$ cat src/rtl/cpu_types_pkg.sv
// Shared CPU datapath types and the branch-prediction shadow entry.
// Types and constants only; no logic state.
package cpu_types_pkg;

    typedef logic [31:0] word_t;

    localparam word_t PC_INC = 32'd4;

    typedef struct packed {
        logic  valid;
        word_t pc;
        logic  hit;
        word_t bp_pc;
    } bp_shadow_t;

    function automatic word_t seq_pc(input word_t pc);
        return pc + PC_INC;
    endfunction

endpackage

$ cat src/rtl/branch_shadow_pipe.sv
// Shift register carrying fetch-time BTB predictions to EX; DEPTH cycles of latency.
// Holds while en=0; clr empties every entry and takes priority over en.
module branch_shadow_pipe
    import cpu_types_pkg::*;
#(
    parameter int DEPTH = 2
) (
    input  logic       CLK,
    input  logic       nRST,
    input  logic       en,
    input  logic       clr,
    input  bp_shadow_t in_entry,
    output bp_shadow_t ex_entry
);

    bp_shadow_t entry_q [DEPTH];
    bp_shadow_t entry_d [DEPTH];

    always_comb begin
        for (int i = 0; i < DEPTH; i++) begin
            entry_d[i] = entry_q[i];
        end
        if (clr) begin
            for (int i = 0; i < DEPTH; i++) begin
                entry_d[i] = '0;
            end
        end else if (en) begin
            entry_d[0] = in_entry;
            for (int i = 1; i < DEPTH; i++) begin
                entry_d[i] = entry_q[i-1];
            end
        end
    end

    always_ff @(posedge CLK) begin
        if (!nRST) begin
            for (int i = 0; i < DEPTH; i++) begin
                entry_q[i] <= '0;
            end
        end else begin
            entry_q <= entry_d;
        end
    end

    assign ex_entry = entry_q[DEPTH-1];

endmodule

$ cat src/rtl/branch_resolver.sv
// EX-stage branch resolution: compares the carried BTB prediction with the real outcome.
// Outputs registered (1-cycle latency); pipe_en=0 stalls resolution and the shadow pipe.
module branch_resolver
    import cpu_types_pkg::*;
#(
    parameter int PIPE_DEPTH = 2,
    parameter int CNT_W      = 32
) (
    input  logic             CLK,
    input  logic             nRST,
    input  logic             pipe_en,
    input  logic             if_valid,
    input  logic [31:0]      if_pc,
    input  logic             if_btb_hit,
    input  logic [31:0]      if_bp_pc,
    input  logic             ex_valid,
    input  logic [31:0]      ex_pc,
    input  logic             ex_is_branch,
    input  logic             ex_taken,
    input  logic [31:0]      ex_target,
    output logic             flush,
    output logic [31:0]      redirect_pc,
    output logic             btb_update,
    output logic [31:0]      update_pc,
    output logic [31:0]      branch_target,
    output logic             desync,
    output logic [CNT_W-1:0] branch_cnt,
    output logic [CNT_W-1:0] mispredict_cnt
);

    logic             flush_q, flush_d;
    word_t            redirect_pc_q, redirect_pc_d;
    logic             btb_update_q, btb_update_d;
    word_t            update_pc_q, update_pc_d;
    word_t            branch_target_q, branch_target_d;
    logic             desync_q, desync_d;
    logic [CNT_W-1:0] branch_cnt_q, branch_cnt_d;
    logic [CNT_W-1:0] mispredict_cnt_q, mispredict_cnt_d;

    bp_shadow_t if_entry;
    bp_shadow_t ex_entry;
    logic       resolve;
    logic       mispredict;
    word_t      pred_pc;
    word_t      actual_pc;

    assign if_entry = '{valid: if_valid, pc: if_pc, hit: if_btb_hit, bp_pc: if_bp_pc};

    // The flush cycle both empties the shadow pipe and blocks capture of the wrong-path fetch.
    branch_shadow_pipe #(
        .DEPTH (PIPE_DEPTH)
    ) u_shadow (
        .CLK      (CLK),
        .nRST     (nRST),
        .en       (pipe_en),
        .clr      (flush_q),
        .in_entry (if_entry),
        .ex_entry (ex_entry)
    );

    assign resolve    = pipe_en & ex_valid & ~flush_q;
    assign pred_pc    = (ex_entry.valid & ex_entry.hit) ? ex_entry.bp_pc : seq_pc(ex_pc);
    assign actual_pc  = (ex_is_branch & ex_taken) ? ex_target : seq_pc(ex_pc);
    assign mispredict = (actual_pc != pred_pc);

    always_comb begin
        flush_d          = 1'b0;
        redirect_pc_d    = '0;
        btb_update_d     = 1'b0;
        update_pc_d      = update_pc_q;
        branch_target_d  = branch_target_q;
        desync_d         = desync_q;
        branch_cnt_d     = branch_cnt_q;
        mispredict_cnt_d = mispredict_cnt_q;
        if (resolve) begin
            flush_d         = mispredict;
            redirect_pc_d   = actual_pc;
            btb_update_d    = mispredict & ex_is_branch & ex_taken;
            update_pc_d     = ex_pc;
            branch_target_d = ex_target;
            if (ex_entry.valid && (ex_entry.pc != ex_pc)) begin
                desync_d = 1'b1;
            end
            if (ex_is_branch && (branch_cnt_q != '1)) begin
                branch_cnt_d = branch_cnt_q + CNT_W'(1);
            end
            if (mispredict && (mispredict_cnt_q != '1)) begin
                mispredict_cnt_d = mispredict_cnt_q + CNT_W'(1);
            end
        end
    end

    always_ff @(posedge CLK) begin
        if (!nRST) begin
            flush_q          <= 1'b0;
            redirect_pc_q    <= '0;
            btb_update_q     <= 1'b0;
            update_pc_q      <= '0;
            branch_target_q  <= '0;
            desync_q         <= 1'b0;
            branch_cnt_q     <= '0;
            mispredict_cnt_q <= '0;
        end else begin
            flush_q          <= flush_d;
            redirect_pc_q    <= redirect_pc_d;
            btb_update_q     <= btb_update_d;
            update_pc_q      <= update_pc_d;
            branch_target_q  <= branch_target_d;
            desync_q         <= desync_d;
            branch_cnt_q     <= branch_cnt_d;
            mispredict_cnt_q <= mispredict_cnt_d;
        end
    end

    assign flush          = flush_q;
    assign redirect_pc    = redirect_pc_q;
    assign btb_update     = btb_update_q;
    assign update_pc      = update_pc_q;
    assign branch_target  = branch_target_q;
    assign desync         = desync_q;
    assign branch_cnt     = branch_cnt_q;
    assign mispredict_cnt = mispredict_cnt_q;

endmodule

$ cat config.mk
export PLATFORM = sky130hd
export DESIGN_NAME = branch_resolver
export DESIGN_NICKNAME = d
export VERILOG_FILES = /design/src/rtl/cpu_types_pkg.sv /design/src/rtl/branch_shadow_pipe.sv /design/src/rtl/branch_resolver.sv
export SDC_FILE = /design/constraint.sdc
export NUM_CORES = 1
export LEC_CHECK = 0
export CAP_MARGIN = 40
export CORE_MARGIN = 1
export CORE_UTILIZATION = 45
export CTS_CLUSTER_DIAMETER = 200
export DETAILED_ROUTE_END_ITERATION = 8
export PLACE_DENSITY = 0.77
export SLEW_MARGIN = 20
export SYNTH_ARGS = -nofsm -noshare
export SYNTH_HDL_FRONTEND = slang
export SYNTH_SLANG_ARGS = --single-unit
$ cat constraint.sdc
create_clock -name CLK -period 3.4 [get_ports CLK]
set_input_delay 0.51 -clock CLK [delete_from_list [all_inputs] [get_ports CLK]]
set_output_delay 0.51 -clock CLK [all_outputs]
set_load 0.03 [all_outputs]
==> flow_metrics.env <==
export IMPL_synth_area_leaders="dfxtp_1 (43%), mux2i_1 (11%), nor2_1 (5.8%), xnor2_1 (5.5%), nand2_1 (5.4%)"
export IMPL_final_hold_viol_count=0
export IMPL_drive_gt1_frac=0.146
export IMPL_end_kind="register"
export IMPL_status="completed"
export IMPL_synth_top_cells_by_count="dfxtp_1 (295), nor2_1 (215), nand2_1 (198)"
export IMPL_nets=2170
export IMPL_cp_start_kind="register"
export IMPL_ios=299
export IMPL_grt_use_met2=0.480
export IMPL_grt_busiest_layer="met2"
export IMPL_clk_pin_slew_worst_paths_ps=60
export IMPL_async_reset_ff_frac=0
export IMPL_root_buffer="clkbuf_16"
export IMPL_hold_ws_ps=393
export IMPL_seqPwrFrac=0.431
export IMPL_synth_edf_count=0
export IMPL_pwr_share_clk=0.418
export IMPL_grt_pass1_wl_um=72000
export IMPL_internal_power_mw=6.33
export IMPL_gr_usage_met3=0.0469
export IMPL_fin_crit_sh=0.977
export IMPL_vias=13600
export IMPL_synth_most_common_cell="dfxtp_1"
export IMPL_place_gp_congestion=0.947
export IMPL_ys_types=70
export IMPL_cts_tree="yes"
export IMPL_fp_coreArea_sq_um=30000
export IMPL_worst_ep_required_time_ps=3890
export IMPL_power_mw=8.51
export IMPL_p_sw_mw=2.19
export IMPL_hpwl_um=36500
export IMPL_drt_drc_violations_left=0
export IMPL_min_delay_start="ex_pc[11]"
export IMPL_tns_ps=0
export IMPL_vias_per_cell=5.58
export IMPL_dieArea_sq_um=31600
export IMPL_netlist_instances=1605
export IMPL_slew_headroom=0.399
export IMPL_clockBufferDepth=3
export IMPL_cts_hold_buf=0
export IMPL_setup_viol=0
export IMPL_worstMarginPinSlew_ps=901
export IMPL_syn_to_final_growth_pct=41.8
export IMPL_synth_nets=1744
export IMPL_peakVddDrop_mv=0.430
export IMPL_initial_utilization=0.462
export IMPL_cts_htree_levels=1
export IMPL_cts_buffers=31
export IMPL_arrival_ps=3810
export IMPL_grt_max_degree=133
export IMPL_synth_yosys_seq_area_share=0.425
export IMPL_finalCriticalPeriod_ps=3320
export IMPL_power_leakage_nw=7.80
export IMPL_avgRoutedWirePerCell_um=19.5
export IMPL_r2r_start="u_shadow.ex_entry[65]"
export IMPL_die_y_um=178
export IMPL_final_max_slew_viol_count=0
export IMPL_rsz0062_at_grt="yes"
export IMPL_dr_pass1_iters=6
export IMPL_cp_startpoint="u_shadow.ex_entry[65]"
export IMPL_grt_use_total=0.295
export IMPL_synth_top_area_share=0.425
export IMPL_antenna_found_initial=2
export IMPL_timing_fmax_mhz=301
export IMPL_clkLatencyLatePin_ps=570
export IMPL_maxCapViolCount=0
export IMPL_crit_type="reg -> reg"
export IMPL_grt_overflow_total=0
export IMPL_hold_class="in -> reg"
export IMPL_syn_area_sq_um=13900
export IMPL_grt_use_met1=0.401
export IMPL_synth_flop_cell="dfxtp_1"
export IMPL_io_buffers=298
export IMPL_grt_pass1_vias=12800
export IMPL_synth_area_per_cell_sq_um=8.65
export IMPL_drt_iter0_markers=1139
export IMPL_crit_path_max_fanout=13
export IMPL_synth_top_area_cell="dfxtp_1"
export IMPL_fp_dieW_um=178
export IMPL_comb_power_share=0.152
export IMPL_fp_row_count=63
export IMPL_clock_sinks=295
export IMPL_wl_um=47700
export IMPL_synth_seq_cells=295
export IMPL_yosysWarnings=0
export IMPL_fin_skew_ps=14.0
export IMPL_switching_share=0.257
export IMPL_ant_nets=0
export IMPL_power_density_nw_per_um2=432
[cell type report]
class | count | area, sq um
well taps | 390 | 488
flip-flops and latches | 295 | 5910
fillers | 2420 | 10300
clock buffers | 43 | 901
repair buffers | 506 | 4610
inverters | 9 | 35.0
diodes | 3 | 7.51
multi-input cells | 1188 | 7550
clock inverters | 14 | 181
[sequential cells by signal, indices dropped and copies added, names as in the netlist]
register	count
desync	1
mispredict_cnt	32
u_shadow.ex_entry	66
flush	1
branch_target	32
redirect_pc	32
branch_cnt	32
u_shadow.entry_q	66
update_pc	32
btb_update	1
[power by group through the flow]
stage / clock, mW / combinational, mW / sequential (mW)
after CTS: 3.60 / 1.27 / 3.66
after global routing: 3.75 / 1.37 / 3.68
after detailed placement: 0 / 1.25 / 3.74
after global placement: 0 / 1.23 / 3.74
final: 3.56 / 1.29 / 3.67
after floorplan: 0 / 0.556 / 3.81
[what timing repair did]
action                     CTS  global route
gates cloned                 2             0
resized for setup           31            26
setup buffers                4             2
setup endpoints to repair   34            32
pin swaps                   10            12
[worst max-delay path, cell delays in order (launching register included)]
cell       delay [ps]
dfxtp_1           450
and2_2            270
buf_4             230
nand2_1            90
buf_4             150
nor4b_1           440
a2111oi_1         110
buf_4             160
nand4_1           100
nor4b_2            60
and4_4            230
bufbuf_16         290
or4_1             500
a21oi_1           150
[layout by cell type, fill, tap and decap left out, types with 9 or more instances in the layout]
| master | Yosys | final |
|---|---|---|
| o21ai_1 | 7 | 9 |
| nand2_1 | 198 | 196 |
| and4_1 | 16 | 14 |
| and3_1 | 27 | 27 |
| dfxtp_1 | 295 | 295 |
| a21oi_1 | 103 | 103 |
| mux2i_1 | 149 | 148 |
| or4_1 | 10 | 10 |
| clkbuf_16 | 0 | 31 |
| nand3_1 | 32 | 32 |
| a211oi_1 | 19 | 19 |
| xor2_1 | 45 | 45 |
| and2_1 | 19 | 18 |
| clkdlybuf4s50_1 | 0 | 278 |
| dlygate4sd2_1 | 0 | 11 |
| o31ai_1 | 16 | 14 |
| xnor2_1 | 87 | 87 |
| or3_1 | 19 | 19 |
| nor2_1 | 215 | 214 |
| buf_4 | 6 | 202 |
| nor3_1 | 25 | 25 |
| o21ai_0 | 20 | 18 |
| nor4_1 | 17 | 11 |
| nand2b_1 | 24 | 23 |
| nand4_1 | 45 | 45 |
[routing by layer]
| layer | wire length [um] | vias up |
|---|---|---|
| met5 | 8 | - |
| met1 | 20800 | 6462 |
| met4 | 1300 | 2 |
| met2 | 21500 | 644 |
| met3 | 4030 | 89 |
| li1 | - | 6452 |
[stage by stage]
stage          worst slack (ps)  utilization  cell area, sq um  instances
2_1_floorplan              14.1            -             13900       1605
3_3_place_gp               -775        0.613             18400       2380
3_5_place_dp               -829        0.613             18400       2380
4_1_cts                    3.78        0.653             19600       2443
5_1_grt                   -15.5        0.655             19700       2445
6_report                   77.6        0.656             19700       2448
[path summary, 6_finish.rpt]
check | end | slack, ps | cells after the start
max | mispredict_cnt[6] | 80 | 13
min | update_pc[11] | 390 | 4
max reg2reg | mispredict_cnt[6] | 80 | 13
min reg2reg | update_pc[24] | 450 | 2
[kinds of logic after synthesis]
logic type | share of synthesized area
muxes | 0.107
AOI/OAI and AO/OA | 0.101
adders and majority gates | 0.00270
DFF | 0.425
xor gates and xnor gates | 0.0914
and+or+nand+nor | 0.232
buffers and inverters | 0.0405
Power figures use the tool's default switching activity.
